`src/rtl/fifo_wr_arbiter.sv`:
```
// fifo_wr_arbiter: round-robin burst arbiter sharing the async FIFO write port among NREQ producers
//   i_clk/i_rst        write clock, synchronous active-high reset
//   i_req/i_data       per-requester beat valid and data (requester k at [k*DSIZE +: DSIZE])
//   o_ack              beat from requester k accepted this cycle
//   o_grant/o_busy     registered one-hot grant and burst-in-progress flag
//   o_wr/o_wdata       FIFO write strobe and data; i_wfull stalls the burst
//   o_beat_cnt         per-requester saturating beat counters, present only with ARB_STATS_EN
module fifo_wr_arbiter #(
    parameter int NREQ      = 4,
    parameter int DSIZE     = 8,
    parameter int MAX_BURST = 4
) (
    input  logic                  i_clk,
    input  logic                  i_rst,
    input  logic [NREQ-1:0]       i_req,
    input  logic [NREQ*DSIZE-1:0] i_data,
    output logic [NREQ-1:0]       o_ack,
    output logic [NREQ-1:0]       o_grant,
    output logic                  o_busy,
    output logic                  o_wr,
    output logic [DSIZE-1:0]      o_wdata,
`ifdef ARB_STATS_EN
    output logic [NREQ*16-1:0]    o_beat_cnt,
`endif
    input  logic                  i_wfull
);
    localparam int IW = $clog2(NREQ);
    localparam int CW = $clog2(MAX_BURST + 1);
    typedef enum logic {IDLE, BURST} state_t;
    state_t          state_q, state_d;
    logic [IW-1:0]   gidx_q, gidx_d, last_q, last_d, pick;
    logic [CW-1:0]   cnt_q, cnt_d;
    logic [NREQ-1:0] grant_d;
    logic            found, last_beat;
    // a beat sampled together with reset is dropped so the requester re-presents it
    assign o_ack     = o_grant & i_req & {NREQ{!i_wfull && !i_rst}};
    assign o_wr      = |o_ack;
    assign o_busy    = state_q == BURST;
    assign o_wdata   = o_busy ? i_data[gidx_q*DSIZE +: DSIZE] : '0;
    assign last_beat = o_wr && cnt_q == CW'(MAX_BURST - 1);
    // first requester above the last winner, wrapping around
    always_comb begin
        pick  = last_q;
        found = 1'b0;
        for (int i = 1; i <= NREQ; i++) begin
            if (!found && i_req[IW'((int'(last_q) + i) % NREQ)]) begin
                found = 1'b1;
                pick  = IW'((int'(last_q) + i) % NREQ);
            end
        end
    end
    always_comb begin
        state_d = state_q;
        grant_d = o_grant;
        gidx_d  = gidx_q;
        last_d  = last_q;
        cnt_d   = o_wr ? cnt_q + CW'(1) : cnt_q;
        if (state_q == IDLE) begin
            if (found) begin
                state_d = BURST;
                grant_d = NREQ'(1) << pick;
                gidx_d  = pick;
                cnt_d   = '0;
            end
        end else if (!i_req[gidx_q] || last_beat) begin
            state_d = IDLE;
            grant_d = '0;
            last_d  = gidx_q;
        end
    end
    always_ff @(posedge i_clk) begin
        if (i_rst) begin
            state_q <= IDLE;
            o_grant <= '0;
            gidx_q  <= '0;
            last_q  <= IW'(NREQ - 1);
            cnt_q   <= '0;
        end else begin
            state_q <= state_d;
            o_grant <= grant_d;
            gidx_q  <= gidx_d;
            last_q  <= last_d;
            cnt_q   <= cnt_d;
        end
    end
`ifdef ARB_STATS_EN
    logic [15:0] beat_cnt [NREQ];
    for (genvar k = 0; k < NREQ; k++) begin : g_stat
        always_ff @(posedge i_clk) begin
            if (i_rst)
                beat_cnt[k] <= '0;
            else if (o_ack[k] && beat_cnt[k] != 16'hFFFF)
                beat_cnt[k] <= beat_cnt[k] + 16'd1;
        end
        assign o_beat_cnt[k*16 +: 16] = beat_cnt[k];
    end
`endif
endmodule

```
`config.mk`:
```
export PLATFORM = sky130hd
export DESIGN_NAME = fifo_wr_arbiter
export DESIGN_NICKNAME = d
export VERILOG_FILES = /design/src/rtl/fifo_wr_arbiter.sv
export SDC_FILE = /design/constraint.sdc
export NUM_CORES = 1
export LEC_CHECK = 0
export ABC_AREA = 1
export CORE_UTILIZATION = 40
export CTS_BUF_LIST = sky130_fd_sc_hd__clkbuf_4 sky130_fd_sc_hd__clkbuf_8
export DETAILED_ROUTE_END_ITERATION = 12
export MAX_ROUTING_LAYER = met4
export PLACE_DENSITY = 0.85
export SLEW_MARGIN = 20
export SYNTH_ARGS = -nofsm -noshare
export SYNTH_HDL_FRONTEND = slang
export SYNTH_SLANG_ARGS = --single-unit
```
`constraint.sdc`:
```
create_clock -name i_clk -period 1.5 [get_ports i_clk]
set_input_delay 0.3 -clock i_clk [delete_from_list [all_inputs] [get_ports i_clk]]
set_output_delay 0.3 -clock i_clk [all_outputs]
set_load 0.02 [all_outputs]
```
==> results of run 1 <==
per-layer routing:
metal	wire, um	global-route usage (%)	share of wire [%]
met3	378	3.488	6.1
met5	0	-	0
met2	3379	55.77	54
met4	435	10.36	7.0
met1	2018	31.65	32
stage by stage:
stage          std cells  worst slack [ns]
2_1_floorplan        202           0.02800
3_3_place_gp         316           -0.5957
3_5_place_dp         316           -0.6478
4_1_cts              327           -0.1495
5_1_grt              330           -0.3102
6_report             330           -0.2536
layout make-up:
cell class / count / area, um2 / share of cell area, %
inverter: 16 / 75.07 / 3.036
tap: 31 / 38.79 / 1.569
clock buffer: 4 / 36.28 / 1.468
sequential: 12 / 254.0 / 10.27
timing repair buffer: 97 / 919.6 / 37.20
multi-input combinational: 170 / 1149 / 46.46
what timing repair did:
action	CTS	global route
setup endpoints to repair	30	19
pin swaps	15	42
gates resized for setup	119	73
setup buffers	5	3
cloned	2	0
Yosys cell counts, drive strengths merged (2+ instances only):
cell     n
nand2   60
nor2    46
o21ai   24
nand3   17
a21oi   16
inv     14
dfxtp   12
buf      3
clkbuf   2
clkinv   2
ha       2
o211ai   2
registers in the layout, summed over array words and instances (netlist names):
| name | flops |
|---|---|
| o_grant | 4 |
| cnt_q | 3 |
| last_q | 2 |
| o_busy | 1 |
| gidx_q | 2 |
cell families (layout without fill, tap and decap cells):
kind of cell               after synthesis  count (layout)  share of synthesized area [%]
and+or+nand+nor                        124             125                          49.84
DFF                                     12              12                          20.76
AOI/OAI and AO/OA                       43              43                          19.67
adders and majority gates                2               2                          2.162
buffers and inverters                   21             117                          7.567
report_power, final:
group          internal, mW  leakage [nW]  total (mW)  switching [mW]
Clock                 0.148        0.0210       0.288           0.139
Sequential            0.448         0.100       0.575           0.127
Combinational          1.58         0.974        3.71            2.13
critical path: cells and delay by family (launching register included):
kind            cells  cell delay [ns]
compound gates      2             0.28
flops               1             0.41
buf+inv             2             0.29
simple gates        2             0.17
worst max-delay path by stage:
stage,cells after the start,slack (ns),to,from
after floorplan,2,0.03,o_wdata[0],o_busy
after global placement,7,-0.60,o_wr,i_rst
final,6,-0.25,o_wdata[7],gidx_q[0]
after CTS,5,-0.15,o_wdata[2],gidx_q[0]
after detailed placement,7,-0.65,o_wr,i_rst
after global routing,6,-0.31,o_wdata[4],gidx_q[0]
==> results by group, run 1 <==
Place
  – Port-buffer cells: 56
  – DP Area: 0.002039 mm2
  – Gp weighted congestion: 0.8681
  – DP HPWL: 2952 um

Synthesis
  – #FFs+latches synth: 12
  – Post-Synthesis Cells: 202
  – Syn avg cell area: 5.730 um2
  – Register area share after synthesis: 20.76%
  – Count of different cell masters after synthesis: 24
  – Mapped Area: 0.001157 mm2
  – Warning count from the yosys run: 0
  – Post-synth top area cell: dfxtp_1
  – Async SR Flop Fraction: 0%
  – Dominant cells by area after synthesis: dfxtp_1 (21%), nand2_1 (16%), nor2_1 (14%)
  – Post-synth EDFFs: 0
  – Synth Net Count: 243
  – Top FF cell, synth: dfxtp_1
  – Synth top area share: 20.76%

CTS
  – Sink Count: 12
  – CTS tree: built
  – CTS clk-pin slew, worst paths: 0.09 ns
  – Clock Latency Late Sink: 0.30 ns
  – CTS Buf Count: 3
  – Htree depth: 1
  – Clk buf depth: 2
  – Root buffer cell: clkbuf_4
  – Hold_buf cts: 0

Power and ir drop
  – Leak: 1.095 nW
  – Final Power: 4.573 mW
  – Worst VDD drop: 1764 uV
  – Power density over the cells: 1850 mW/mm2

Layout
  – Nets: 341
  – Area Growth Syn to Fin: 113.6%
  – Fin util: 89.66%
  – Antenna Cells: 0
  – Most frequent cells in the layout: buf_4 (33), clkdlybuf4s50_1 (32), nand2_1 (26), nor2_1 (23), nand2_2 (20)
  – Design Area, Final: 0.002472 mm2
  – Share of layout cells above drive strength 1: 53.18%
  – Filler instances: 125
  – Commonest non-fill, non-tap cell in the layout: buf_4

Worst setup path
  – Most common cell on crit path: nor2_1
  – Critical setup path kind: reg2out
  – Reg2reg start: last_q[0]
  – Setup crit end kind: output pin
  – Slack of the worst reg-to-reg path: -0.11 ns
  – Worst Path Arrival: 1.45 ns
  – CP cell instances: buf_12 > nor2_1 > nor2_1 > o21ai_1 > a21oi_2 > buf_6
  – Crit Path Max Fanout: 8
  – Reg2reg end: o_grant[2]
  – Crit path required time: 1.20 ns
  – Reg2Reg Depth: 12
  – Slowest-stage cell, CP: dfxtp_4
  – CP startpoint kind: register
  – Worst path max stage delay: 0.41 ns

Detailed routing
  – Routed wire length: 6210 um
  – First drt pass iteration count: 4
  – Avg WL per Cell: 18.82 um
  – Vias per cell: 5.803
  – Post-DRT Antenna Nets: 0
  – DR vias: 1915
  – DRC viols: 0
  – Initial DRC Count: 100

STA
  – Hold Slack: 0.4741 ns
  – Slew HR: 81.87%
  – Part of the cycle the worst path needs: 116.9%
  – Total negative slack: -2.096 ns
  – Final hold viol count: 0
  – Max-slew violations: 0
  – Min setup slack post-route: -0.2536 ns
  – Fin Clk Skew: 0.007822 ns
  – Crit path time final: 1.754 ns
  – Max Freq: 0.5702 GHz
  – Setup violators final: 16
  – RSZ-0062 raised after global routing: true
  – Slew @ Worst Pin: 0.2701 ns

Global routing
  – Global-route wire length before repair: 7058 um
  – Initial antenna violation count: 0
  – Largest net degree at the start of global routing: 10
  – Vias in the first global route: 1650
  – Gr usage total: 29.61%
  – Congestion Overflow GR: 0

Min path
  – Hold Crit Class: in2reg
  – Hold path depth: 3
  – Hold path startpoint: i_rst
  – Hold EP: o_grant[1]

Flow run
  – Max-cap viol count: 0

Floorplan
  – Initial core utilization: 41.97%
  – Placement Rows: 19
  – Die ar.: 0.003113 mm2
  – Die H: 55.79 um
  – Io pins: 57
  – Core Area: 0.002758 mm2
  – Die Width: 55.79 um

Status
  – Failing checks: setup timing
  – Status: complete, but fails checks
Note: power is estimated with default switching activity, not from simulation.
==> inputs of run 2 (changes only) <==
--- a/config.mk
+++ b/config.mk
@@ -6,6 +6,8 @@
 export NUM_CORES = 1
 export LEC_CHECK = 0
 export ABC_AREA = 1
+export CAP_MARGIN = 20
+export CORE_MARGIN = 2
 export CORE_UTILIZATION = 40
 export CTS_BUF_LIST = sky130_fd_sc_hd__clkbuf_4 sky130_fd_sc_hd__clkbuf_8
 export DETAILED_ROUTE_END_ITERATION = 12
==> run 2 against run 1 <==
  * The run still ends with setup timing left
  * Flip-flop and latch count did not move
  * Routed wire length fell by 3.4%
  * Critical path type is now reg2reg
  * Critical path depth rose by 5
  * Count of clock-buffer cells in the layout did not move
  * Combinational power rose by 5%
  * Sequential share of layout area barely moved
==> results by group, run 2 (synthesized netlist as in run 1, its figures left out) <==
Status
  – Status: complete, but fails checks (unchanged)
  – Failing checks: setup timing (unchanged)

Place
  – Placed Cells: 312 (was 316)
  – DP HPWL: 2998 um (was 2952 um)
  – Gp weighted congestion: 0.8756 (was 0.8681)
  – Port-buffer cells: 56 (unchanged)

Layout
  – Commonest non-fill, non-tap cell in the layout: nor2_1 (was buf_4)
  – Largest regs: o_grant (4), cnt_q (3) (unchanged)
  – Share of layout cells above drive strength 1: 50.67% (was 53.18%)
  – Fin util: 90.11% (was 89.66%)
  – Largest register FFs: 4 (unchanged)
  – Filler instances: 135 (was 125)
  – Nets: 342 (was 341)
  – Non-filler instance count after layout: 332 (was 330)
  – Largest reg by FF count: o_grant (unchanged)
  – Area Growth Syn to Fin: 114.7% (was 113.6%)
  – Most frequent cells in the layout: nor2_1 (35), buf_4 (34), clkdlybuf4s50_1 (31), nand2_1 (25), nand2_2 (22) (was buf_4 (33), clkdlybuf4s50_1 (32), nand2_1 (26), nor2_1 (23), nand2_2 (20))

STA
  – Crit path time final: 1.727 ns (was 1.754 ns)
  – RSZ-0062 raised after global routing: true (unchanged)
  – Fin Clk Skew: 0.01251 ns (was 0.007822 ns)
  – Max Freq: 0.5790 GHz (was 0.5702 GHz)
  – Setup violators final: 22 (was 16)
  – Min setup slack post-route: -0.2272 ns (was -0.2536 ns)
  – Max-slew violations: 0 (unchanged)
  – Part of the cycle the worst path needs: 115.1% (was 116.9%)
  – Slew HR: 82.69% (was 81.87%)
  – Final hold viol count: 0 (unchanged)
  – Slew @ Worst Pin: 0.2579 ns (was 0.2701 ns)

Global routing
  – Congestion Overflow GR: 0 (unchanged)
  – Vias in the first global route: 1652 (was 1650)
  – Initial antenna violation count: 1 (was 0)
  – Gr usage total: 29.71% (was 29.61%)
  – Largest net degree at the start of global routing: 17 (was 10)
  – Global-route wire length before repair: 7362 um (was 7058 um)

Worst setup path
  – Crit path max-delay family: simple AND/OR/NAND/NOR gates (was flip-flops)
  – Crit Path Max Fanout: 7 (was 8)
  – Critical setup path kind: reg2reg (was reg2out)
  – CP startpoint kind: register (unchanged)
  – Crit path launch: last_q[0] (was gidx_q[0])
  – CP bufs+invs: 2 (unchanged)
  – Crit path required time: 1.72 ns (was 1.20 ns)
  – Worst Path Arrival: 1.95 ns (was 1.45 ns)
  – Setup crit end kind: register (was output pin)
  – CP cell instances: inv_6 > nand2_2 > nand2_4 > nand2_4 > nand2_8 > nor2_4 > nand3_4 > nand2_8 > buf_12 > nor2_1 > nor2_1 (was buf_12 > nor2_1 > nor2_1 > o21ai_1 > a21oi_2 > buf_6)
  – Reg2Reg Depth: 11 (was 12)
  – Worst path max stage delay: 0.42 ns (was 0.41 ns)
  – Reg2reg end: gidx_q[1] (was o_grant[2])
  – Slack of the worst reg-to-reg path: -0.23 ns (was -0.11 ns)
  – CP Depth: 11 (was 6)
  – Slowest-stage cell, CP: dfxtp_4 (unchanged)
  – Reg2reg start: last_q[0] (unchanged)

CTS
  – Htree depth: 1 (unchanged)
  – Clk buf depth: 2 (unchanged)
  – Hold_buf cts: 0 (unchanged)
  – Clock Latency Late Sink: 0.30 ns (about the same)
  – Root buffer cell: clkbuf_4 (unchanged)
  – CTS clk-pin slew, worst paths: 0.10 ns (was 0.09 ns)
  – CTS tree: built (unchanged)
  – CTS Buf Count: 3 (unchanged)
  – Sink Count: 12 (unchanged)

Floorplan
  – Die ar.: 0.003340 mm2 (was 0.003113 mm2)
  – Io pins: 57 (unchanged)
  – Initial core utilization: 41.97% (unchanged)
  – Die H: 57.79 um (was 55.79 um)
  – Die Width: 57.79 um (was 55.79 um)
  – Core Area: 0.002758 mm2 (unchanged)
  – Placement Rows: 19 (unchanged)

Detailed routing
  – Routed wire length: 5999 um (was 6210 um)
  – DRC viols: 0 (unchanged)
  – Initial DRC Count: 142 (was 100)
  – Vias per cell: 5.696 (was 5.803)
  – Avg WL per Cell: 18.07 um (was 18.82 um)
  – First drt pass iteration count: 4 (unchanged)
  – DR vias: 1891 (was 1915)
  – Post-DRT Antenna Nets: 0 (unchanged)

Power and ir drop
  – Power density over the cells: 1924 mW/mm2 (was 1850 mW/mm2)
  – Leak: 1.109 nW (was 1.095 nW)
  – Worst VDD drop: 1889 uV (was 1764 uV)
  – Final Power: 4.781 mW (was 4.573 mW)

Min path
  – Hold path startpoint: cnt_q[1] (was i_rst)
  – Hold Crit Class: reg2reg (was in2reg)
  – Hold EP: cnt_q[1] (was o_grant[1])
  – Hold path depth: 2 (was 3)

Flow run
  – Max-cap viol count: 0 (unchanged)
## run 2: report_power, final
group / leakage, nW / total [mW] / switching, mW / internal [mW]
clock: 0.0210 / 0.293 / 0.145 / 0.148
combinational: 0.988 / 3.90 / 2.25 / 1.65
sequential: 0.101 / 0.586 / 0.135 / 0.451
## run 2: through the flow
stage | cell area [um2] | TNS [ns] | setup slack [ns] | hold slack [ns]
2_1_floorplan | 1217 | 0 | 0.02800 | 0.3617
4_1_cts | 2208 | -0.8745 | -0.1311 | 0.4745
6_report | 2485 | -2.531 | -0.2272 | 0.4852
3_5_place_dp | 2022 | -12.58 | -0.6373 | 0.4675
3_3_place_gp | 2022 | -11.81 | -0.6039 | 0.4568
5_1_grt | 2485 | -3.936 | -0.3798 | 0.5178
## run 2: what timing repair did
action                                  4_1_cts  5_1_grt
pin swaps                                    24       38
setup buffers                                 6        6
gates resized for setup                     126       64
endpoints found under the hold margin         0        0
gates cloned                                  1        2
endpoints found under the setup margin       30       22
## run 2: worst max path at each step
stage and to:
2_1_floorplan o_wdata[0], 6_report gidx_q[1], 5_1_grt o_grant[0], 3_5_place_dp o_wr, 4_1_cts o_wdata[3], 3_3_place_gp o_wr
## run 2: worst min-delay path, stage by stage (launching register included)
cell     delay (ns)
dfxtp_1        0.32
nand2_1        0.08
a21oi_2        0.05
## run 2: area by class of cell
type	instances	area (um2)	area share (%)
diodes	1	2.502	0.1007
clock buffers	4	36.28	1.460
inverters	16	77.57	3.122
multi-input cells	170	1149	46.22
flip-flops and latches	12	256.5	10.32
well taps	31	38.79	1.561
repair buffers	98	924.6	37.21
## run 2: routing by layer
metal | track usage [%] | wire length, um
met1 | 31.15 | 2099
met2 | 53.25 | 3171
met3 | 4.688 | 327
met4 | 15.28 | 400
met5 | - | 0
==> inputs of run 3 (changes only) <==
--- a/config.mk
+++ b/config.mk
@@ -9,7 +9,6 @@
 export CAP_MARGIN = 20
 export CORE_MARGIN = 2
 export CORE_UTILIZATION = 40
-export CTS_BUF_LIST = sky130_fd_sc_hd__clkbuf_4 sky130_fd_sc_hd__clkbuf_8
 export DETAILED_ROUTE_END_ITERATION = 12
 export MAX_ROUTING_LAYER = met4
 export PLACE_DENSITY = 0.85
==> constraint.sdc (replaced) <==
create_clock -name i_clk -period 2.1 [get_ports i_clk]
set_input_delay 0.42 -clock i_clk [delete_from_list [all_inputs] [get_ports i_clk]]
set_output_delay 0.42 -clock i_clk [all_outputs]
set_load 0.02 [all_outputs]
==> run 3 against run 2 <==
  * The flow now finishes without violations
  * Global-route usage decreased by 7.4 points
  * Combinational power fell by 61%
  * Sequential share of layout area is 2.6 points higher
  * Clock skew down 0.0043 ns
  * Register-to-register slack gained 0.50 ns
  * Non-clock buffer count down 26
==> results by group, run 3 (synthesized netlist as in run 1, its figures left out) <==
Status
  – Status: finished clean (was complete, but fails checks)

Global routing
  – Congestion Overflow GR: 0 (unchanged)
  – Met3 Use GR: 4.241% (was 4.688%)
  – M2 GR Usage: 40.26% (was 53.25%)
  – Gr usage total: 22.32% (was 29.71%)
  – Vias in the first global route: 1412 (was 1652)
  – M1 GR Usage: 26.69% (was 31.15%)
  – GR peak layer: met2 (unchanged)
  – Initial antenna violation count: 0 (was 1)
  – Largest net degree at the start of global routing: 17 (unchanged)
  – Global-route wire length before repair: 5885 um (was 7362 um)

Layout
  – Fin util: 67.65% (was 90.11%)
  – Share of layout cells above drive strength 1: 17.95% (was 50.67%)
  – Seq. cell area: 241.5 um2 (was 256.5 um2)
  – Multi-input logic area: 829.5 um2 (was 0.001149 mm2)
  – Antenna Cells: 0 (was 1)
  – Commonest non-fill, non-tap cell in the layout: nand2_1 (was nor2_1)
  – Largest reg by FF count: o_grant (unchanged)
  – Largest regs: o_grant (4), cnt_q (3) (unchanged)
  – Area Growth Syn to Fin: 61.19% (was 114.7%)
  – Most frequent cells in the layout: nand2_1 (48), clkdlybuf4s50_1 (43), nor2_1 (42), o21ai_0 (23) (was nor2_1 (35), buf_4 (34), clkdlybuf4s50_1 (31), nand2_1 (25), nand2_2 (22))
  – Nets: 315 (was 342)
  – Filler instances: 243 (was 135)
  – Largest register FFs: 4 (unchanged)
  – Design Area, Final: 0.001866 mm2 (was 0.002485 mm2)

Worst setup path
  – Critical setup path kind: in2out (was reg2reg)
  – Slowest-stage cell, CP: clkdlybuf4s50_1 (was dfxtp_4)
  – CP startpoint kind: input port (was register)
  – Worst path max stage delay: 0.43 ns (was 0.42 ns)
  – Setup crit end kind: output pin (was register)
  – Crit Path Max Fanout: 3 (was 7)
  – CP cell instances: clkdlybuf4s50_1 > nor2_2 > inv_1 > nor2_1 > buf_4 > clkdlybuf4s15_1 (was inv_6 > nand2_2 > nand2_4 > nand2_4 > nand2_8 > nor2_4 > nand3_4 > nand2_8 > buf_12 > nor2_1 > nor2_1)
  – Crit path required time: 1.68 ns (was 1.72 ns)
  – Worst Path Arrival: 1.60 ns (was 1.95 ns)
  – Slack of the worst reg-to-reg path: 0.27 ns (was -0.23 ns)

STA
  – Part of the cycle the worst path needs: 96.27%
  – Crit path time final: 2.022 ns
  – Final hold viol count: 0 (unchanged)
  – Max Freq: 0.4947 GHz
  – Slew @ Worst Pin: 0.3799 ns (was 0.2579 ns)
  – RSZ-0062 raised after global routing: false (was true)
  – Slew HR: 74.64% (was 82.69%)
  – Setup violators final: 0 (was 22)
  – Min setup slack post-route: 0.07841 ns (was -0.2272 ns)
  – Fin Clk Skew: 0.008207 ns (was 0.01251 ns)
  – Total negative slack: 0 ns (was -2.531 ns)
  – Max-slew violations: 0 (unchanged)

Power and ir drop
  – P_int: 1.009 mW (was 2.253 mW)
  – Leak: 0.8717 nW (was 1.109 nW)
  – Clk network pwr share: 8.9% (was 6.1%)
  – Sw power: 1.103 mW (was 2.527 mW)
  – Power density over the cells: 1132 mW/mm2 (was 1924 mW/mm2)
  – Sequential fraction of design power: 18.3% (was 12.3%)
  – Switching Share: 52.23% (was 52.86%)
  – Worst VDD drop: 987.9 uV (was 1889 uV)
  – Gate power share: 72.9% (was 81.6%)

CTS
  – Hold_buf cts: 0 (unchanged)
  – CTS Buf Count: 3 (unchanged)
  – Clk buf depth: 2 (unchanged)
  – Sink Count: 12 (unchanged)
  – Clock Latency Late Sink: 0.28 ns (was 0.30 ns)
  – CTS clk-pin slew, worst paths: 0.07 ns (was 0.10 ns)
  – CTS tree: built (unchanged)
  – Htree depth: 1 (unchanged)
  – Root buffer cell: clkbuf_4 (unchanged)

Floorplan
  – Core Area: 0.002758 mm2 (unchanged)
  – Io pins: 57 (unchanged)
  – Placement Rows: 19 (unchanged)
  – Initial core utilization: 41.97% (unchanged)
  – Die Width: 57.79 um (unchanged)
  – Die H: 57.79 um (unchanged)
  – Die ar.: 0.003340 mm2 (unchanged)

Detailed routing
  – Avg WL per Cell: 11.26 um (was 18.07 um)
  – Vias per cell: 4.911 (was 5.696)
  – Post-DRT Antenna Nets: 0 (unchanged)
  – DR vias: 1493 (was 1891)
  – Routed wire length: 3422 um (was 5999 um)
  – First drt pass iteration count: 4 (unchanged)
  – DRC viols: 0 (unchanged)
  – Initial DRC Count: 36 (was 142)

Place
  – DP HPWL: 2774 um (was 2998 um)
  – Pre-CTS WS: -0.2586 ns (was -0.6373 ns)
  – Port-buffer cells: 56 (unchanged)
  – Gp weighted congestion: 0.8846 (was 0.8756)
  – DP Area: 0.001849 mm2 (was 0.002022 mm2)

Flow run
  – Max-cap viol count: 0 (unchanged)

Min path
  – Hold Crit Class: reg2reg (unchanged)
## run 3: cell count changes in the layout (fill, tap and decap cells not counted), moves of 12 or more
cell,before,now
clkdlybuf4s50_1,31,43
nand2_2,22,8
buf_6,14,0
nand2_1,25,48
o21ai_0,1,23
a21oi_1,1,16
buf_4,34,16
a21oi_2,15,0
o21ai_1,17,1
## run 3: power by group through the flow
| stage | combinational (mW) | sequential, mW | clock (mW) |
|---|---|---|---|
| after floorplan | 1.01 | 0.412 | 0 |
| after global placement | 1.55 | 0.383 | 0 |
| after detailed placement | 1.58 | 0.387 | 0 |
| after CTS | 1.54 | 0.385 | 0.189 |
| after global routing | 1.72 | 0.397 | 0.199 |
| final | 1.54 | 0.385 | 0.187 |
## run 3: stage by stage
stage                     instances  hold slack [ns]  power (mW)
after floorplan                 202           0.4456       1.423
after global placement          300           0.4550       1.935
after detailed placement        300           0.4622       1.963
after CTS                       304           0.4729       2.112
after global routing            304           0.5047       2.312
final                           304           0.4720       2.112
## run 3: worst paths after layout
check	from	to	cells after the start
setup / recovery	i_rst	o_ack[0]	6
hold reg to reg	cnt_q[1]	cnt_q[1]	2
hold / removal	cnt_q[1]	cnt_q[1]	2
setup reg to reg	last_q[0]	o_grant[3]	10
## run 3: final cells by class
cell class                      instances  share of cell area (%)
Inverter                               16                   3.286
Clock buffer                            4                   1.945
Multi-Input combinational cell        169                   44.47
Tap cell                               31                   2.079
Timing Repair Buffer                   72                   35.28
Sequential cell                        12                   12.94
## run 3: critical path, delay by kind of cell
kind	cells	cell delay, ns
buf+inv	4	0.93
simple gates	2	0.25
## run 3: layer usage
metal | vias up | wire [um]
met1 | 657 | 1472
met3 | 4 | 133
li1 | 800 | -
met5 | - | 0
met2 | 32 | 1786
met4 | 0 | 31
## run 3: repair_timing
item                                    4_1_cts  5_1_grt
setup buffers                                 0        0
endpoints found under the setup margin       13        7
resized for setup                            15       10
